**src/rtl/gate_access_ctrl.sv**
```systemverilog
// gate_access_ctrl
//   Multi-lane gate controller. Each lane takes digits serially from its keypad
//   while a car is present, compares them with PASSCODE, and on a match raises
//   a timed unlock pulse. MAX_TRIES consecutive failures give a timed lockout.
//   Lanes are fully independent (one generate instance each).
//
// Ports:
//   clk          in   system clock, rising edge
//   rst          in   synchronous active-high reset
//   car_detected in   [N_LANES]          per-lane vehicle presence (level)
//   digit_valid  in   [N_LANES]          per-lane one-cycle digit strobe
//   digit_data   in   [N_LANES*DIGIT_W]  lane i digit at [i*DIGIT_W +: DIGIT_W]
//   unlock       out  [N_LANES]          registered barrier-open command
//   locked_out   out  [N_LANES]          registered lockout indicator
//   busy         out  [N_LANES]          registered, lane not in IDLE
//   grant_count  out  [N_LANES*8]        per-lane saturating grant counter
//
// Optional feature macro: GATE_AUDIT_CNT_EN
//   defined   -> grant_count counts CHECK->OPEN transitions, saturating at 255
//   undefined -> grant_count is tied to 0 (port list unchanged)
module gate_access_ctrl #(
  parameter int N_LANES        = 2,
  parameter int CODE_DIGITS    = 3,
  parameter int DIGIT_W        = 4,
  parameter logic [CODE_DIGITS*DIGIT_W-1:0] PASSCODE = 12'h123,
  parameter int OPEN_CYCLES    = 8,
  parameter int MAX_TRIES      = 3,
  parameter int LOCKOUT_CYCLES = 16,
  parameter int ENTRY_TIMEOUT  = 32
) (
  input  logic                         clk,
  input  logic                         rst,
  input  logic [N_LANES-1:0]           car_detected,
  input  logic [N_LANES-1:0]           digit_valid,
  input  logic [N_LANES*DIGIT_W-1:0]   digit_data,
  output logic [N_LANES-1:0]           unlock,
  output logic [N_LANES-1:0]           locked_out,
  output logic [N_LANES-1:0]           busy,
  output logic [N_LANES*8-1:0]         grant_count
);

  localparam int IDX_W = $clog2(CODE_DIGITS + 1);
  localparam int GAP_W = $clog2(ENTRY_TIMEOUT + 1);
  localparam int TRY_W = $clog2(MAX_TRIES + 1);
  localparam int OPN_W = $clog2(OPEN_CYCLES + 1);
  localparam int LCK_W = $clog2(LOCKOUT_CYCLES + 1);

  localparam logic [IDX_W-1:0] IDX_LAST = IDX_W'(CODE_DIGITS - 1);
  localparam logic [GAP_W-1:0] GAP_LAST = GAP_W'(ENTRY_TIMEOUT - 1);
  localparam logic [TRY_W-1:0] TRY_LAST = TRY_W'(MAX_TRIES - 1);
  localparam logic [OPN_W-1:0] OPN_LAST = OPN_W'(OPEN_CYCLES - 1);
  localparam logic [LCK_W-1:0] LCK_LAST = LCK_W'(LOCKOUT_CYCLES - 1);

  typedef enum logic [2:0] {
    S_IDLE,
    S_ENTRY,
    S_CHECK,
    S_OPEN,
    S_WAIT_CLEAR,
    S_LOCKOUT
  } state_e;

  for (genvar i = 0; i < N_LANES; i++) begin : g_lane
    state_e             state_q, state_d;
    logic [IDX_W-1:0]   idx_q, idx_d;
    logic               mis_q, mis_d;
    logic [GAP_W-1:0]   gap_q, gap_d;
    logic [TRY_W-1:0]   tries_q, tries_d;
    logic [OPN_W-1:0]   open_q, open_d;
    logic [LCK_W-1:0]   lock_q, lock_d;
    logic               unlock_q, unlock_d;
    logic               locked_q, locked_d;
    logic               busy_q, busy_d;
    logic [DIGIT_W-1:0] dig;
    logic [DIGIT_W-1:0] exp_dig;
    logic               car;

    assign dig = digit_data[i*DIGIT_W +: DIGIT_W];
    assign car = car_detected[i];

    // Passcode digit expected at the current index; index 0 is the MS digit.
    always_comb begin
      exp_dig = '0;
      for (int unsigned d = 0; d < CODE_DIGITS; d++) begin
        if (idx_q == IDX_W'(d)) begin
          exp_dig = PASSCODE[(CODE_DIGITS-1-d)*DIGIT_W +: DIGIT_W];
        end
      end
    end

    always_comb begin
      state_d = state_q;
      idx_d   = idx_q;
      mis_d   = mis_q;
      gap_d   = gap_q;
      tries_d = tries_q;
      open_d  = open_q;
      lock_d  = lock_q;
      unique case (state_q)
        S_IDLE: begin
          if (car) begin
            state_d = S_ENTRY;
            idx_d   = '0;
            mis_d   = 1'b0;
            gap_d   = '0;
          end
        end
        S_ENTRY: begin
          if (digit_valid[i]) begin
            mis_d = mis_q | (dig != exp_dig);
            gap_d = '0;
            // The final digit takes priority over the car leaving.
            if (idx_q == IDX_LAST) begin
              state_d = S_CHECK;
              idx_d   = '0;
            end else begin
              idx_d = idx_q + 1'b1;
              if (!car) state_d = S_IDLE;
            end
          end else if (!car) begin
            state_d = S_IDLE;
          end else if (gap_q == GAP_LAST) begin
            state_d = S_CHECK;
            mis_d   = 1'b1;
            gap_d   = '0;
          end else begin
            gap_d = gap_q + 1'b1;
          end
        end
        S_CHECK: begin
          if (!mis_q) begin
            state_d = S_OPEN;
            tries_d = '0;
            open_d  = '0;
          end else if (tries_q == TRY_LAST) begin
            state_d = S_LOCKOUT;
            tries_d = '0;
            lock_d  = '0;
          end else begin
            tries_d = tries_q + 1'b1;
            if (car) begin
              state_d = S_ENTRY;
              idx_d   = '0;
              mis_d   = 1'b0;
              gap_d   = '0;
            end else begin
              state_d = S_IDLE;
            end
          end
        end
        S_OPEN: begin
          if (open_q == OPN_LAST) begin
            state_d = S_WAIT_CLEAR;
            open_d  = '0;
          end else begin
            open_d = open_q + 1'b1;
          end
        end
        S_WAIT_CLEAR: begin
          if (!car) state_d = S_IDLE;
        end
        S_LOCKOUT: begin
          if (lock_q == LCK_LAST) begin
            state_d = S_IDLE;
            lock_d  = '0;
          end else begin
            lock_d = lock_q + 1'b1;
          end
        end
        default: state_d = S_IDLE;
      endcase
      // Outputs are registered copies of the next-state decode.
      unlock_d = (state_d == S_OPEN);
      locked_d = (state_d == S_LOCKOUT);
      busy_d   = (state_d != S_IDLE);
    end

    always_ff @(posedge clk) begin
      if (rst) begin
        state_q  <= S_IDLE;
        idx_q    <= '0;
        mis_q    <= 1'b0;
        gap_q    <= '0;
        tries_q  <= '0;
        open_q   <= '0;
        lock_q   <= '0;
        unlock_q <= 1'b0;
        locked_q <= 1'b0;
        busy_q   <= 1'b0;
      end else begin
        state_q  <= state_d;
        idx_q    <= idx_d;
        mis_q    <= mis_d;
        gap_q    <= gap_d;
        tries_q  <= tries_d;
        open_q   <= open_d;
        lock_q   <= lock_d;
        unlock_q <= unlock_d;
        locked_q <= locked_d;
        busy_q   <= busy_d;
      end
    end

    assign unlock[i]     = unlock_q;
    assign locked_out[i] = locked_q;
    assign busy[i]       = busy_q;

`ifdef GATE_AUDIT_CNT_EN
    logic [7:0] gcnt_q, gcnt_d;

    always_comb begin
      gcnt_d = gcnt_q;
      if (state_q == S_CHECK && state_d == S_OPEN && gcnt_q != 8'hFF) begin
        gcnt_d = gcnt_q + 8'd1;
      end
    end

    always_ff @(posedge clk) begin
      if (rst) gcnt_q <= '0;
      else     gcnt_q <= gcnt_d;
    end

    assign grant_count[i*8 +: 8] = gcnt_q;
`else
    assign grant_count[i*8 +: 8] = '0;
`endif
  end

endmodule

```
**config.mk**
```make
export PLATFORM = sky130hd
export DESIGN_NAME = gate_access_ctrl
export DESIGN_NICKNAME = d
export VERILOG_FILES = /design/src/rtl/gate_access_ctrl.sv
export SDC_FILE = /design/constraint.sdc
export NUM_CORES = 1
export LEC_CHECK = 0
export ABC_AREA = 1
export BUFFER_PORTS_ARGS = -buffer_cell sky130_fd_sc_hd__buf_2
export CAP_MARGIN = 25
export CORE_MARGIN = 5
export CORE_UTILIZATION = 35
export DETAILED_ROUTE_END_ITERATION = 10
export REMOVE_ABC_BUFFERS = 1
export SYNTH_ARGS = -nofsm -noshare
export SYNTH_HDL_FRONTEND = slang
export SYNTH_SLANG_ARGS = --single-unit
export TNS_END_PERCENT = 100
```
**constraint.sdc**
```tcl
create_clock -name clk -period 2 [get_ports clk]
set_input_delay 0.3 -clock clk [delete_from_list [all_inputs] [get_ports clk]]
set_output_delay 0.3 -clock clk [all_outputs]
set_load 0.005 [all_outputs]
```
Word level (Yosys, flattened, before mapping)
Cells that the tools add are included.
{"block": "totals", "regBits": 52}
{"block": "op_classes", "bitwise_logic": 2, "n_mux": 90, "add_sub_neg": 10, "reduce_logical": 22, "eq_ne": 44}
{"op": "$mux W6", "n": 12}
{"op": "$mux W3", "n": 20}
{"op": "$pmux W3 S6", "n": 2}
{"op": "$pmux W6 S3", "n": 2}
{"op": "$mux W4", "n": 8}
{"op": "$mux W5", "n": 6}
{"op": "$mux W2", "n": 14}
{"op": "$ne A2 B2 Y1 const B", "n": 12}
{"op": "$reduce_and A4 Y1", "n": 6}
{"op": "$pmux W5 S2", "n": 2}
{"op": "$eq A3 B2 Y1 const B", "n": 6}
{"op": "$eq A3 B3 Y1 const B", "n": 6}
{"op": "$mux W1", "n": 18}
{"op": "$pmux W4 S2", "n": 2}
{"op": "$add A6 B1 Y6 const B", "n": 2}
{"op": "$eq A6 B5 Y1 const B", "n": 2}
{"op": "$ne A3 B3 Y1 const B", "n": 4}
{"op": "$pmux W2 S3", "n": 2}
{"op": "$reduce_bool A3 Y1", "n": 4}
{"op": "$add A5 B1 Y5 const B", "n": 2}
{"op": "$eq A5 B4 Y1 const B", "n": 2}
{"op": "$add A2 B1 Y2 const B", "n": 4}
{"op": "$add A4 B1 Y4 const B", "n": 2}
{"op": "$eq A2 B2 Y1 const B", "n": 4}
{"op": "other kinds (11)", "n": 24}

Depth between registers and ports, before layout
{"block": "depth", "ltp_word": 8, "ltp_mapped": 10, "depth_no_buf": 10}

Worst setup path before layout
No wires, ideal clock.
{"block": "synth_path", "path_kind": "register to register", "from": "register g_lane[0].gap_q[0]", "to": "register g_lane[0].busy_q", "t_required_ns": 1.880, "arrival_time_ns": 1.264, "stages_incl_launch_ff": 11, "synth_period_minus_slack_ns": 1.385, "slack_ns": 0.615, "cell_sequence": "dfxtp_1 -> ha_1 -> nand2_1 -> nor2_1 -> nand3_1 -> nand3_1 -> nand2_1 -> nand2_1 -> nand2_1 -> nand2_1 -> nand3_1"}
{"block": "synth_via", "elab_chain_cells": 6}
{"item": "from (decl)", "line_no": "67", "rtl": "logic [GAP_W-1:0] gap_q, gap_d;"}
{"item": "from (signal assigned)", "line_no": "194", "rtl": "gap_q <= gap_d;"}
{"item": "$eq A6 B5 Y1", "line_no": "122", "rtl": "end else if (gap_q == GAP_LAST) begin"}
{"item": "$mux W3", "line_no": "122"}
{"item": "$mux W3", "line_no": "120", "rtl": "end else if (!car) begin"}
{"item": "$mux W3", "line_no": "109", "rtl": "if (digit_valid[i]) begin"}
{"item": "$pmux W3 S6", "line_no": "99", "rtl": "unique case (state_q)"}
{"item": "$reduce_bool A3 Y1", "line_no": "175", "rtl": "busy_d = (state_d != S_IDLE);"}
{"item": "to (signal assigned)", "line_no": "200", "rtl": "busy_q <= busy_d;"}
{"item": "to (decl)", "line_no": "73", "rtl": "logic busy_q, busy_d;"}
Every way passes these cells.
A chain may end at the register's enable or synchronous reset.

Final worst setup path
Same ends and word-level chain as after synthesis.

==> results.sh <==
export IMPL_synth_seq_cells=52
export IMPL_netlist_area_leader_share=0.335
export IMPL_hold_class="in2reg"
export IMPL_async_flop_share=0
export IMPL_timing_fmax_mhz=630
export IMPL_use_met2=0.194
export IMPL_power_density_nw_per_um2=583
export IMPL_core_area_um2=8680
export IMPL_fillCellCount=928
export IMPL_setup_viol=0
export IMPL_p_leak_uw=0.00149
export IMPL_hold_ws_ps=307
export IMPL_worstMarginPinSlew_ps=524
export IMPL_grt_met1_usage=0.145
export IMPL_synthCells=453
export IMPL_synth_top_cells_by_area="dfxtp_1 33%, nand2_1 12%, nand3_1 7.1%"
export IMPL_grt_start_max_net_pins=28
export IMPL_critPathLaunchType="flip-flop"
export IMPL_worstPathRequired_ps=2200
export IMPL_rsz0062_at_grt="no"
export IMPL_avgSynthCellArea_um2=6.87
export IMPL_io_pin_count=36
export IMPL_ys_flop_type="dfxtp_1"
export IMPL_antenna_found_initial=0
export IMPL_start_util=0.359
export IMPL_synth_area_um2=3110
export IMPL_cts_tree="built"
export IMPL_relSlewSlack=0.648
export IMPL_first_pass_iters=4
export IMPL_rows=34
export IMPL_routedWlPerCell_um=10.5
export IMPL_end_kind="flip-flop"
export IMPL_maxSlewViolCount=0
export IMPL_fp_dieH_um=104
export IMPL_fin_crit_ps=1590
export IMPL_clock_sinks=52
export IMPL_met3_usage=0.0279
export IMPL_cts_buffers=5
export IMPL_fp_dieW_um=104
export IMPL_area_growth_pct=6.59
export IMPL_ctsLongestPathBuffers=2
export IMPL_vdd_drop_max_mv=0.241
export IMPL_grt_overflow=0
export IMPL_io_buffers=19
export IMPL_post_route_drc_count=0
export IMPL_postRouteAntennaNets=0
export IMPL_synth_warnings=0
export IMPL_post_cts_resized=0
export IMPL_seq_area_frac_synth=0.335
export IMPL_root_buffer="clkbuf_8"
export IMPL_gp_congestion=0.771
export IMPL_insertion_delay_ps=310
export IMPL_cap_violations=0
export IMPL_min_period_over_period=0.793
export IMPL_drt_initial_drc_count=90
export IMPL_clkTransAtPathRegs_ps=110
export IMPL_crit_fanout=5
export IMPL_diodes=0
export IMPL_wl_um=6050
export IMPL_status="complete, no violations"
export IMPL_yosysTopAreaCell="dfxtp_1"
export IMPL_tns_ps=0
export IMPL_criticalPathCategory="reg2reg"
export IMPL_grt_usage=0.115
export IMPL_cp_data_arrival_time_ps=1780
export IMPL_fin_worst_skew_ps=10.6
export IMPL_cts_htree_levels=2
export IMPL_synth_edf_count=0
export IMPL_vias_per_cell=4.68
export IMPL_postCtsSetupBuffers=0
export IMPL_post_dp_hpwl_um=4630
export IMPL_top_usage_layer="met2"
export IMPL_synth_distinct_cells=37
export IMPL_grt_pass1_wl_um=10900
export IMPL_die_area_um2=10900
export IMPL_cts_hold_buf=0
export IMPL_grt_pass1_vias=2529
export IMPL_drive_gt1_frac=0.113
export IMPL_fin_nets=496
export IMPL_hold_viol=0
export IMPL_dr_total_vias=2703
-- cell usage in the layout, fill, tap and decap left out, drive strengths merged --
cell type	count
nand2	102
nor3	9
a21oi	31
clkinvlp	1
a22oi	3
a211oi	3
dfxtp	52
nand3	48
buf	21
clkinv	1
xor2	8
o21ai	16
ha	13
nand4	9
nand3b	1
inv	62
nor2	59
conb	16
o22ai	2
or2	1
clkbuf	5
o211ai	2
xnor2	2
a31oi	2
nor3b	1
-- report_power, final --
part | switching (uW) | internal, uW
clock network | 372 | 258
logic | 149 | 77.0
registers | 21.1 | 1060
total | 542 | 1390
-- final timing paths --
| path | start | end | slack, ps | cells past startpoint |
|---|---|---|---|---|
| setup / recovery | g_lane[0].gap_q[0]$_SDFFE_PP0P_ | g_lane[0].busy_q$_SDFF_PP0_ | 410 | 10 |
| hold reg to reg | g_lane[0].open_q[3]$_SDFFE_PP0P_ | g_lane[0].open_q[3]$_SDFFE_PP0P_ | 470 | 2 |
| hold / removal | car_detected[1] | g_lane[1].state_q[0]$_SDFF_PP0_ | 310 | 3 |
| setup reg to reg | g_lane[0].gap_q[0]$_SDFFE_PP0P_ | g_lane[0].busy_q$_SDFF_PP0_ | 410 | 10 |
-- critical path: stages, from the launching register on --
cell and delay (ps):
dfxtp_1 410, ha_1 210, nand2_1 60, nor2_1 270, nand3_1 120, nand3_1 90
nand2_1 50, nand2_1 70, nand2_1 60, nand2_1 70, nand3_1 70
-- cell type report --
type / count / area (um^2) / area share
Tap cell: 108 / 135 / 0.0407
Clock buffer: 5 / 68.8 / 0.0207
Timing Repair Buffer: 21 / 110 / 0.0332
Inverter: 61 / 231 / 0.0698
Sequential cell: 52 / 1040 / 0.314
Multi-Input combinational cell: 328 / 1700 / 0.513
Clock inverter: 3 / 27.5 / 0.00830
-- sequential cells by signal, indices dropped and copies added, names as in the netlist --
name,flops
g_lane.unlock_q,2
g_lane.mis_q,2
g_lane.gap_q,12
g_lane.state_q,6
g_lane.open_q,8
g_lane.busy_q,2
g_lane.tries_q,4
g_lane.locked_q,2
g_lane.lock_q,10
g_lane.idx_q,4
-- metal layers --
metal | up-vias | share of wire
li1 | 1456 | -
met1 | 1195 | 0.49
met2 | 47 | 0.46
met3 | 5 | 0.046
met4 | 0 | 0.0081
met5 | - | 0
-- cell usage after synthesis (2+ instances only) --
library cell  instances
inv_1                55
nand2_2               3
nor2_2                2
xor2_1                8
nand3_1              44
nor3_1                9
clkbuf_1              3
o21ai_2               2
a211oi_1              3
xnor2_1               2
nand2_1              98
inv_2                 5
o21ai_1               2
nor2_4                4
o22ai_1               2
dfxtp_1              52
a31oi_1               2
buf_4                22
nand3_2               3
nand4_1               9
ha_1                 13
nor2_1               52
a22oi_1               3
o21ai_0              12
o211ai_1              2
a21oi_1              30
-- stage by stage --
step	utilization	cell area [um^2]	cells	power, uW	setup WS [ps]
floorplan	-	2980	441	1260	608
global placement	0.371	3220	570	1330	470
detailed placement	0.371	3220	570	1330	427
CTS	0.382	3320	578	1970	415
global route	0.382	3320	578	2040	257
finish	0.382	3320	578	1930	414
-- logic make-up after synthesis --
kind of cell	Yosys count	share of synthesized area
DFF	52	0.335
and+or+nand+nor	230	0.341
AOI/OAI and AO/OA	59	0.107
adders and majority gates	13	0.0523
buffers and inverters	88	0.136
other	1	0.00121
xor gates and xnor gates	10	0.0281
(Power assumes the default switching activity.)
